<file path="src/rtl/apb_bridge_controller.sv">
// ---------------------------------------------------------------------------
// apb_bridge_controller
//
// Transfer sequencer for the AHB-to-APB bridge. It accepts qualified AHB
// transfers from the slave interface, runs the matching APB setup/access
// sequence and stretches the AHB data phase with hready_out while the APB
// access is in flight.
//
//   read  : IDLE -> READ  -> RENABLE                (1 AHB wait state)
//   write : IDLE -> WWAIT -> WRITE -> WENABLE       (2 AHB wait states)
//
// RENABLE and WENABLE branch straight into the next transfer, so
// back-to-back traffic never passes through IDLE.
//
// Build option:
//   APB_PREADY_EN  adds the pready input. The access states are held while
//                  pready is low, and hready_out follows pready in those
//                  two states. Without it every access phase lasts exactly
//                  one cycle.
// ---------------------------------------------------------------------------
module apb_bridge_controller #(
  parameter int ADDR_W = 32,
  parameter int DATA_W = 32,
  parameter int NSLV   = 3
) (
  input  logic              hclk,
  input  logic              hresetn,
  input  logic              valid,
  input  logic              hwrite,
  input  logic [ADDR_W-1:0] haddr,
  input  logic [DATA_W-1:0] hwdata,
`ifdef APB_PREADY_EN
  input  logic              pready,
`endif
  output logic [NSLV-1:0]   pselx,
  output logic              penable,
  output logic              pwrite,
  output logic [ADDR_W-1:0] paddr,
  output logic [DATA_W-1:0] pwdata,
  output logic              hready_out
);

  typedef enum logic [2:0] {
    ST_IDLE    = 3'd0,
    ST_READ    = 3'd1,
    ST_RENABLE = 3'd2,
    ST_WWAIT   = 3'd3,
    ST_WRITE   = 3'd4,
    ST_WENABLE = 3'd5
  } state_t;

  // APB slave windows: slave 0 below SLV1_BASE, slave 1 up to SLV2_BASE,
  // slave 2 up to DECODE_TOP, nothing selected above that.
  localparam logic [ADDR_W-1:0] SLV1_BASE  = ADDR_W'(64'h8400_0000);
  localparam logic [ADDR_W-1:0] SLV2_BASE  = ADDR_W'(64'h8800_0000);
  localparam logic [ADDR_W-1:0] DECODE_TOP = ADDR_W'(64'h8C00_0000);

  state_t            state;
  logic [ADDR_W-1:0] addr_q;     // transfer address captured when leaving IDLE/xENABLE
  logic              hready_q;   // registered AHB ready
  logic              access_done;
  logic              in_access;

  // One-hot slave select for the address about to be driven on paddr.
  // Unmapped addresses select nobody; the sequence still completes.
  function automatic logic [NSLV-1:0] decode(input logic [ADDR_W-1:0] a);
    logic [NSLV-1:0] sel;
    sel = '0;
    if (a < SLV1_BASE)       sel = NSLV'(1);
    else if (a < SLV2_BASE)  sel = NSLV'(2);
    else if (a < DECODE_TOP) sel = NSLV'(4);
    return sel;
  endfunction

  assign in_access = (state == ST_RENABLE) || (state == ST_WENABLE);

`ifdef APB_PREADY_EN
  // The access phase ends on the first cycle the slave reports ready.
  assign access_done = pready;
  // In the access states the AHB side sees the slave's ready directly, so a
  // stalled slave stretches the AHB data phase without an extra cycle.
  assign hready_out  = in_access ? pready : hready_q;
`else
  assign access_done = 1'b1;
  assign hready_out  = hready_q;
`endif

  // Sequencer: state plus every APB output, each loaded on the edge that
  // enters the state in which it must hold.
  // NOTE: all state and outputs use non-blocking assignments so every
  // branch reads the pre-edge values; a blocking write here would let a
  // later statement see the new state mid-cycle and break the sequencing.
  always_ff @(posedge hclk or negedge hresetn) begin
    if (!hresetn) begin
      state    <= ST_IDLE;
      addr_q   <= '0;
      pselx    <= '0;
      penable  <= 1'b0;
      pwrite   <= 1'b0;
      paddr    <= '0;
      pwdata   <= '0;
      hready_q <= 1'b1;
    end else begin
      case (state)
        ST_IDLE, ST_RENABLE, ST_WENABLE: begin
          if (in_access && !access_done) begin
            // Slave still busy: hold state and every APB output.
            state <= state;
          end else if (valid && !hwrite) begin
            // Read setup drives the live address straight away; the
            // internal copy is kept for consistency with the write path.
            state    <= ST_READ;
            addr_q   <= haddr;
            paddr    <= haddr;
            pselx    <= decode(haddr);
            pwrite   <= 1'b0;
            penable  <= 1'b0;
            hready_q <= 1'b0;
          end else if (valid && hwrite) begin
            // Write data is not on the bus yet; park with no slave selected.
            state    <= ST_WWAIT;
            addr_q   <= haddr;
            pselx    <= '0;
            penable  <= 1'b0;
            hready_q <= 1'b0;
          end else begin
            // pwrite, paddr and pwdata keep their last values in IDLE.
            state    <= ST_IDLE;
            pselx    <= '0;
            penable  <= 1'b0;
            hready_q <= 1'b1;
          end
        end

        ST_READ: begin
          state    <= ST_RENABLE;
          penable  <= 1'b1;
          hready_q <= 1'b1;
        end

        ST_WWAIT: begin
          // hwdata is stable during this held data phase; capture it now.
          state    <= ST_WRITE;
          pwdata   <= hwdata;
          paddr    <= addr_q;
          pwrite   <= 1'b1;
          pselx    <= decode(addr_q);
          penable  <= 1'b0;
          hready_q <= 1'b0;
        end

        ST_WRITE: begin
          state    <= ST_WENABLE;
          penable  <= 1'b1;
          hready_q <= 1'b1;
        end

        default: begin
          // Unused encodings fall back to IDLE with reset-valued outputs.
          state    <= ST_IDLE;
          addr_q   <= '0;
          pselx    <= '0;
          penable  <= 1'b0;
          pwrite   <= 1'b0;
          paddr    <= '0;
          pwdata   <= '0;
          hready_q <= 1'b1;
        end
      endcase
    end
  end

  // Protocol invariants of the sequencer.
  a_psel_onehot : assert property (@(posedge hclk) disable iff (!hresetn)
    $onehot0(pselx));
  a_no_psel_idle : assert property (@(posedge hclk) disable iff (!hresetn)
    (state == ST_IDLE || state == ST_WWAIT) |-> (pselx == '0));
  a_penable_access : assert property (@(posedge hclk) disable iff (!hresetn)
    penable |-> in_access);
  a_setup_then_access : assert property (@(posedge hclk) disable iff (!hresetn)
    (state == ST_READ || state == ST_WRITE) |=> penable);

endmodule

</file>
<file path="config.mk">
export PLATFORM = sky130hd
export DESIGN_NAME = apb_bridge_controller
export DESIGN_NICKNAME = d
export VERILOG_FILES = /design/src/rtl/apb_bridge_controller.sv
export SDC_FILE = /design/constraint.sdc
export NUM_CORES = 1
export LEC_CHECK = 0
export CORE_ASPECT_RATIO = 0.75
export CORE_MARGIN = 1
export CORE_UTILIZATION = 35
export CTS_CLUSTER_SIZE = 10
export DETAILED_ROUTE_END_ITERATION = 8
export DONT_BUFFER_PORTS = 1
export PLACE_DENSITY_LB_ADDON = 0.2
export SETUP_SLACK_MARGIN = 0.02
export SLEW_MARGIN = 25
export SYNTH_ARGS = -nofsm -noshare
export SYNTH_HDL_FRONTEND = slang
export SYNTH_SLANG_ARGS = --single-unit
export TNS_END_PERCENT = 10
</file>
<file path="constraint.sdc">
create_clock -name hclk -period 2.7 [get_ports hclk]
set_input_delay 0.135 -clock hclk [delete_from_list [all_inputs] [get_ports hclk]]
set_output_delay 0.135 -clock hclk [all_outputs]
set_load 0.005 [all_outputs]
</file>
# Word level (Yosys, flattened, before mapping)
# Index checks and enable logic that the tools add are counted.
[totals]
regBits = 105
[op_classes]
bitwise = 2
reduce_logical = 10
mux = 23
n_lt_le_gt_ge = 6
eq_ne = 7
[op_table]
columns = ["cell", "n"]
rows = [
  ["< comparator 32 bit (second input constant)", 6],
  ["case mux 32 bit (2 select lines)", 2],
  ["2-to-1 mux 32 bit", 3],
  ["case mux 32 bit (3 select lines)", 1],
  ["2-to-1 mux 3 bit", 7],
  ["case mux 3 bit (4 select lines)", 1],
  ["case mux 3 bit (3 select lines)", 1],
  ["== test 3 x 2 -> 1 bit (second input constant)", 2],
  ["== test 3 bit (second input constant)", 2],
  ["OR reduction 3 bit", 2],
  ["OR reduction 5 bit", 1],
  ["2-to-1 mux 1 bit", 4],
  ["2-to-1 mux 2 bit", 2],
  ["AND reduction 2 bit", 2],
  ["== test 3 x 1 -> 1 bit (second input constant)", 1],
  ["zero test 3 bit", 1],
  ["!= test 3 bit (second input constant)", 1],
  ["case mux 1 bit (3 select lines)", 1],
  ["logical AND 1 bit", 2],
  ["!= test 2 bit (second input constant)", 1],
  ["NOT 1 bit", 2],
  ["case mux 1 bit (2 select lines)", 1],
  ["OR reduction 2 bit", 1],
  ["zero test 1 bit", 1],
]

# Depth between registers and ports, before layout
# Gate-level depths: netlist (run 1).
[logic_depth]
ltp_word = 6
ltp_mapped = 7

# Worst setup path before layout (run 1)
# No wires, ideal clock.
[synth_timing]
path_kind = "register to register"
start = "reg state[2]"
end = "reg paddr[10]"
period_less_slack_ns = 1.627
arrival_ns = 1.502
stages_incl_launch_ff = 7
setup_ns = 0.125
n_path_buf = 2
setup_slack_ns = 1.073
cell_sequence = "dfrtp_1 buf_4 nand2b_1 a21oi_4 a31oi_4 buf_12 mux2_4"
[synth_via]
elab_chain_cells = 4
elab_cells_between_ends = 12
[synth_rtl]
columns = ["element", "line_no", "rtl"]
rows = [
  ["from (decl)", "58", "state_t state;"],
  ["from (signal assigned)", "108", "state <= state;"],
  ["== test 3 x 2 -> 1 bit, or another cell as far along", "104", "case (state)"],
  ["OR reduction 3 bit or OR reduction 2 bit (tied branches)", "n/a", ""],
  ["!= test 2 bit (no line) or NOT 1 bit (tied branches)", "n/a", ""],
  ["AND reduction 2 bit (no line)", "n/a", ""],
  ["to (signal assigned)", "114", "paddr <= haddr;"],
  ["to (signal assigned)", "145", "paddr <= addr_q;"],
  ["to (decl)", "38", "output logic [ADDR_W-1:0] paddr,"],
]
# Several ways; a longest one is shown, not always the timed one.
# A chain may end at the register's enable or synchronous reset.

# Worst setup path in the final report (run 1)
[layout_timing]
start = "reg state[2]"
end = "reg paddr[11]"
# Same word-level chain as after synthesis.

==> impl_results.md, run 1 <==
- Status: complete, no violations
- First-pass GRT wire length: 17800 um
- Row count: 35
- Syn nets: 440
- Unrepaired setup endpoints after global routing: no
- Largest net degree at the start of global routing: about 110
- Maximum clock path buffer count: 2
- Via density: a little over 5
- Die Area: roughly 14000 um^2
- Cell variety after synth: 33
- Synthesis-to-layout area growth: 23.1%
- TNS Setup: 0 ns
- Initial core utilization: between 30 and 40%
- CP cell instances: and3b_2, buf_4, a22o_1, mux2_4
- Iter 0 DRT Violations: 124
- Antenna violations before repair: 0
- Power Density: roughly 1200 nW/um^2
- DRC: 0
- Mean post-synth cell area: between 10 and 15 um^2
- CTS buffer count: 9
- Die X: about 130 um
- Fin crit share: approximately 76%
- Drt wl/cell: between 15 and 20 um
- Yosys warns: 0
- IO Pins: between 100 and 150
- Overall routing resource usage: roughly 17%
- Hold Crit Class: primary input to register
- Worst Tran Pin Value: around 0.65 ns
- Max_slew headroom: 56.6%
- Clk Latency, worst-skew pair: 0.34 ns
- Post-DRT Antenna Nets: 0
- Post-synthesis register bit count: ~110
- Critical Path End Type: register
- Vias in the first global route: ~3.2k
- Share of layout cells above drive strength 1: between 10% and 20%
- CP Launch Type: register
- Root buf cell: clkbuf_16
- Vias: 3050
- Syn Std Cell Area: approximately 4600 um^2
- Final setup violation count: 0
- 1st-pass router iterations: 4
- GR Overflow Total: 0
- Port buffer count: 0
- DP HPWL: roughly 6400 um
- Seq/Total Area, Yosys: 57.5%
- Fin. max-slew vios: 0
- Max incr delay on CP: 0.65 ns
- Clk slew on worst S/H paths: around 0.07 ns
- Max-capacitance violation count: 0
- Max FO, Critical Path: 31
- Resized cells post-CTS: 0
- H-tree levels: 3
- Critical setup path kind: register to register
- VDD IR max: between 500 and 600 uV
- Required time of the critical path: 2.92 ns
- Fin. Hold Viols: 0
- Final Core Density: between 40 and 50%
- Fmax: 0.486 GHz
- CTS sink count: between 100 and 150
- Worst path slowest cell: dfrtp_1
- Max Clock Skew: between 0.005 and 0.006 ns
- Global placement routability congestion: just over 0.7
- Core ar.: approximately 13000 um^2
- Nets: 498
- Final min period: 2.06 ns
- Fillers: approximately 1.2k
- Ant. Diodes: 0
- CTS tree: done
- WL final: approximately 11000 um
- Gate Count Post-Synth: about 370
- Die H: roughly 100 um
- Leak: about 2.6 nW
- Arrival time at the worst endpoint: approximately 2.3 ns
-- layout make-up --
type	count	area, um^2	share of cell area (%)
Clock buffer	9	225	4.00
Clock inverter	6	42.5	0.755
Inverter	2	7.51	0.133
Multi-Input combinational cell	236	1760	31.3
Sequential cell	105	2630	46.7
Tap cell	166	208	3.69
Timing Repair Buffer	76	758	13.5
-- report_power, final --
part	internal [mW]	switching [mW]	leakage (nW)	total, mW
Clock	0.623	0.572	0.128	1.20
Sequential	2.24	0.562	1.35	2.80
Combinational	1.42	1.32	1.16	2.73
-- through the flow --
stage / setup WS (ns) / hold WS, ns / power, mW / std cells / cell area (um^2)
floorplan: 1.07 / -0.161 / 5.06 / 372 / 4570
global placement: 0.703 / -0.157 / 5.38 / 517 / 4670
detailed placement: 0.644 / -0.157 / 5.48 / 517 / 4670
CTS: 0.628 / 0.0320 / 6.83 / 600 / 5630
global route: 0.509 / 0.0431 / 7.25 / 600 / 5630
finish: 0.641 / 0.0499 / 6.73 / 600 / 5630
-- cells by family after synthesis --
family	synth area share, %
compound gates	18.6
buf+inv	4.13
flops	57.5
mux	10.7
simple gates	9.05
-- state kept, by name, summed over array words and instances, names as in the netlist --
signal,cells
addr_q,32
paddr,32
pwdata,32
pselx,3
state,3
hready_out,1
penable,1
pwrite,1
-- placed cells by master (no fill, tap or decap), types with 3 or more instances in the layout --
cell,netlist,routed
dfrtp_1,104,104
dlygate4sd3_1,0,67
nand3_1,3,3
nand2_1,70,70
clkbuf_16,0,9
mux2_2,3,3
o21ai_0,34,34
a21oi_1,3,3
buf_4,2,8
a22o_1,64,64
mux2_4,29,29
nor2b_1,4,4
nor3b_1,3,3
-- cells in the mapped netlist (all sizes together) --
library cell,number,share of area [%]
buf,18,3.1
and3b,1,0.19
mux2i,1,0.49
nor2b,4,0.55
a221o,2,0.44
nor3b,3,0.49
inv,2,0.16
nor3,2,0.22
a22o,64,12
a31oi,1,0.46
a22oi,1,0.27
o21bai,1,0.16
a21boi,1,0.16
dfrtp,104,57
a21o,2,0.33
or3b,1,0.19
nand3,3,0.33
nor2,2,0.16
mux2,32,10
a21oi,4,0.68
nand2b,4,0.88
and2b,1,0.16
o21ai,35,3.8
dfstp,1,0.57
clkbuf,11,0.90
nand2,71,5.9
-- layer usage --
| layer | GRT usage, % | routed length, um | vias up |
|---|---|---|---|
| met5 | 0 | 0 | - |
| met4 | 5.45 | 152 | 0 |
| met3 | 3.92 | 412 | 11 |
| met2 | 28.3 | 5400 | 68 |
| met1 | 22.2 | 4910 | 1534 |
| li1 | - | - | 1437 |
-- final timing paths --
kind                       slack (ns)  cells past startpoint  startpoint    endpoint
min in group asynchronous        0.37                      2     hresetn   paddr[24]
max reg2reg                      0.64                      4    state[2]   paddr[11]
min                              0.05                      4       valid    state[1]
max in group asynchronous        1.87                      2     hresetn   addr_q[6]
max                              0.64                      4    state[2]   paddr[11]
min reg2reg                      0.48                      2  addr_q[25]  addr_q[25]
-- timing repair --
action / 4_1_cts / 5_1_grt
endpoints found under the setup margin: 0 / 0
setup buffers: 0 / 0
hold endpoints to repair: 172 / 0
hold buffers: 68 / 0
-- worst max-delay path, delay by kind of cell, from the launching register on --
kind / cells / cell delay [ns]
multiplexers: 1 / 0.26
flip-flops: 1 / 0.65
AO/OA/AOI/OAI: 1 / 0.23
AND/OR/NAND/NOR: 1 / 0.50
buffers and inverters: 1 / 0.30
(Power assumes the default switching activity.)
==> inputs of run 2 (changes only) <==
Clock period 2.7 ns to 1.7 ns, I/O delays scaled along.
==> run 2 against run 1 <==
The run now ends with negative hold slack left. Register-to-register slack got worse by 0.55 ns. Clock skew decreased by 0.00088 ns. Global-route usage decreased by 0.33 points. Final cell count increased by 1.0%. Routed wire length decreased by 0.98%.
==> impl_results.md, run 2 (synthesis results as in run 1) <==
- Status: finished, violations left
- Failing checks: negative hold slack
- Commonest non-fill, non-tap cells in the layout: dfrtp_1, nand2_1, dlygate4sd3_1
- Final worst slack: just over 0.09 ns
- DP HPWL: ~6500 um
- Final Core Density: 46.4%
- Vias in the first global route: between 3k and 4k
- DRC: 0
- Fillers: about 1.2k
- Maximum clock path buffer count: 2
- Max-capacitance violation count: 0
- Fin. max-slew vios: 0
- Worst Tran Pin Value: 0.285 ns
- Synthesis-to-layout area growth: 27.0%
- Clk slew on worst S/H paths: 0.07 ns
- Overall routing resource usage: ~17%
- Share of layout cells above drive strength 1: between 15 and 20%
- FF-to-FF End: paddr[1]
- Antenna violations before repair: 0
- Power Density: 1980 nW/um^2
- First-pass GRT wire length: ~17000 um
- Arrival time at the worst endpoint: between 1.5 and 2 ns
- Drt wl/cell: roughly 18 um
- Iter 0 DRT Violations: between 100 and 150
- GR Overflow Total: 0
- Core ar.: between 10000 and 15000 um^2
- Unrepaired setup endpoints after global routing: no
- Largest net degree at the start of global routing: roughly 110
- Fmax: 0.622 GHz
- Die Area: between 10000 and 15000 um^2
- Leak: between 2 and 3 nW
- 1st-pass router iterations: 5
- Hold_ws: -0.562 ns
- Fin crit share: 94.6%
- CTS sink count: approximately 110
- Clk Latency, worst-skew pair: between 0.3 and 0.4 ns
- Nets: 503
- Critical setup path kind: register to register
- Ant. Diodes: 0
- CP Launch Type: register
- Reg2reg start: state[2]
- Commonest non-fill, non-tap cell in the layout: dfrtp_1
- WL final: 10800 um
- Max Clock Skew: roughly 0.0051 ns
- CTS buffer count: 9
- Port buffer count: 0
- Footprint of the multi-input gates: 1760 um^2
- Max_slew headroom: 80.6%
- Global placement routability congestion: about 0.76
- Root buf cell: clkbuf_16
- Initial core utilization: 36.5%
- Quantity of hold-fixing buffers added after cts: 66
- Critical Path End Type: register
- Flop-to-flop setup slack: a little over 0.09 ns
- VDD IR max: approximately 700 uV
- Vias: 3121
- Final min period: between 1.5 and 2 ns
- CTS tree: done
- Post-Place Worst Slack: 0.0113 ns
- Row count: 35
- Required time of the critical path: between 1.5 and 2 ns
- Max FO, Critical Path: 18
- TNS Setup: 0 ns
- Fin. Hold Viols: around 110
- Via density: ~5
- Final setup violation count: 0
- Hold Crit Class: primary input to asynchronous set/reset pin
- IO Pins: ~140
- Post-DRT Antenna Nets: 0
- Regs by FF count: addr_q: 32 flops, paddr: 32 flops, pwdata: 32 flops
- Die H: between 100 and 150 um
- Sequential Area: about 2600 um^2
- R2R depth: 5
- Die X: about 130 um
- H-tree levels: 3
run 2: changes by cell type in the layout (fill, tap and decap cells not counted):
| cell | change |
|---|---|
| buf_4 | -2 |
| dfrtp_2 | +3 |
| buf_16 | -1 |
| dfrtp_1 | -3 |
| clkbuf_1 | +1 |
| dlygate4sd3_1 | -1 |
| clkinv_4 | +1 |
| bufinv_16 | +2 |
| buf_6 | +1 |
| inv_6 | -2 |
| clkbuf_8 | +1 |
| buf_12 | +8 |
| clkinvlp_4 | -2 |
run 2: layout make-up:
| type | instances | area share [%] |
|---|---|---|
| flip-flops and latches | 105 | 45.3 |
| inverters | 2 | 0.129 |
| clock buffers | 11 | 4.18 |
| multi-input cells | 236 | 30.3 |
| repair buffers | 81 | 15.1 |
| clock inverters | 5 | 1.36 |
| well taps | 166 | 3.58 |
run 2: routing by layer:
layer / vias to the layer above / GRT usage [%] / share of wire, %
met2: 84 / 26.6 / 47
met3: 18 / 5.48 / 5.9
met1: 1569 / 21.2 / 45
met4: 0 / 6.57 / 2.2
met5: - / 0 / 0
li1: 1450 / - / -
run 2: worst max path at each step:
stage | start | end | slack, ns | cells after the start
finish | state[2] | paddr[1] | 0.09 | 5
global route | state[2] | paddr[1] | 0.02 | 5
CTS | state[2] | paddr[30] | 0.04 | 5
detailed placement | state[2] | paddr[0] | 0.01 | 5
global placement | state[2] | paddr[1] | 0.04 | 5
floorplan | state[2] | paddr[10] | 0.07 | 6
run 2: worst max-delay path: stages (launching register included):
cell	delay, ns
dfrtp_2	0.46
nand2b_1	0.17
a21oi_4	0.07
a31oi_4	0.22
buf_12	0.23
mux2_2	0.34
run 2: repair_timing:
action | in CTS | in global routing
endpoints found under the setup margin | 4 | 22
gates resized for setup | 2 | 2
setup buffers | 0 | 0
endpoints found under the hold margin | 203 | 105
run 2: metrics by stage:
step,instances,cell area (um^2),hold slack [ns],total power [mW]
2_1_floorplan,372,4570,-0.211,8.03
5_1_grt,606,5810,-0.583,12.2
3_5_place_dp,524,4820,-0.208,9.14
3_3_place_gp,524,4820,-0.207,9.01
4_1_cts,606,5800,-0.583,11.6
6_report,606,5810,-0.562,11.5
run 2: report_power, final:
part | total, mW | switching, mW | internal (mW)
registers | 4.41 | 0.840 | 3.57
logic | 4.84 | 2.20 | 2.64
clock network | 2.23 | 0.901 | 1.33
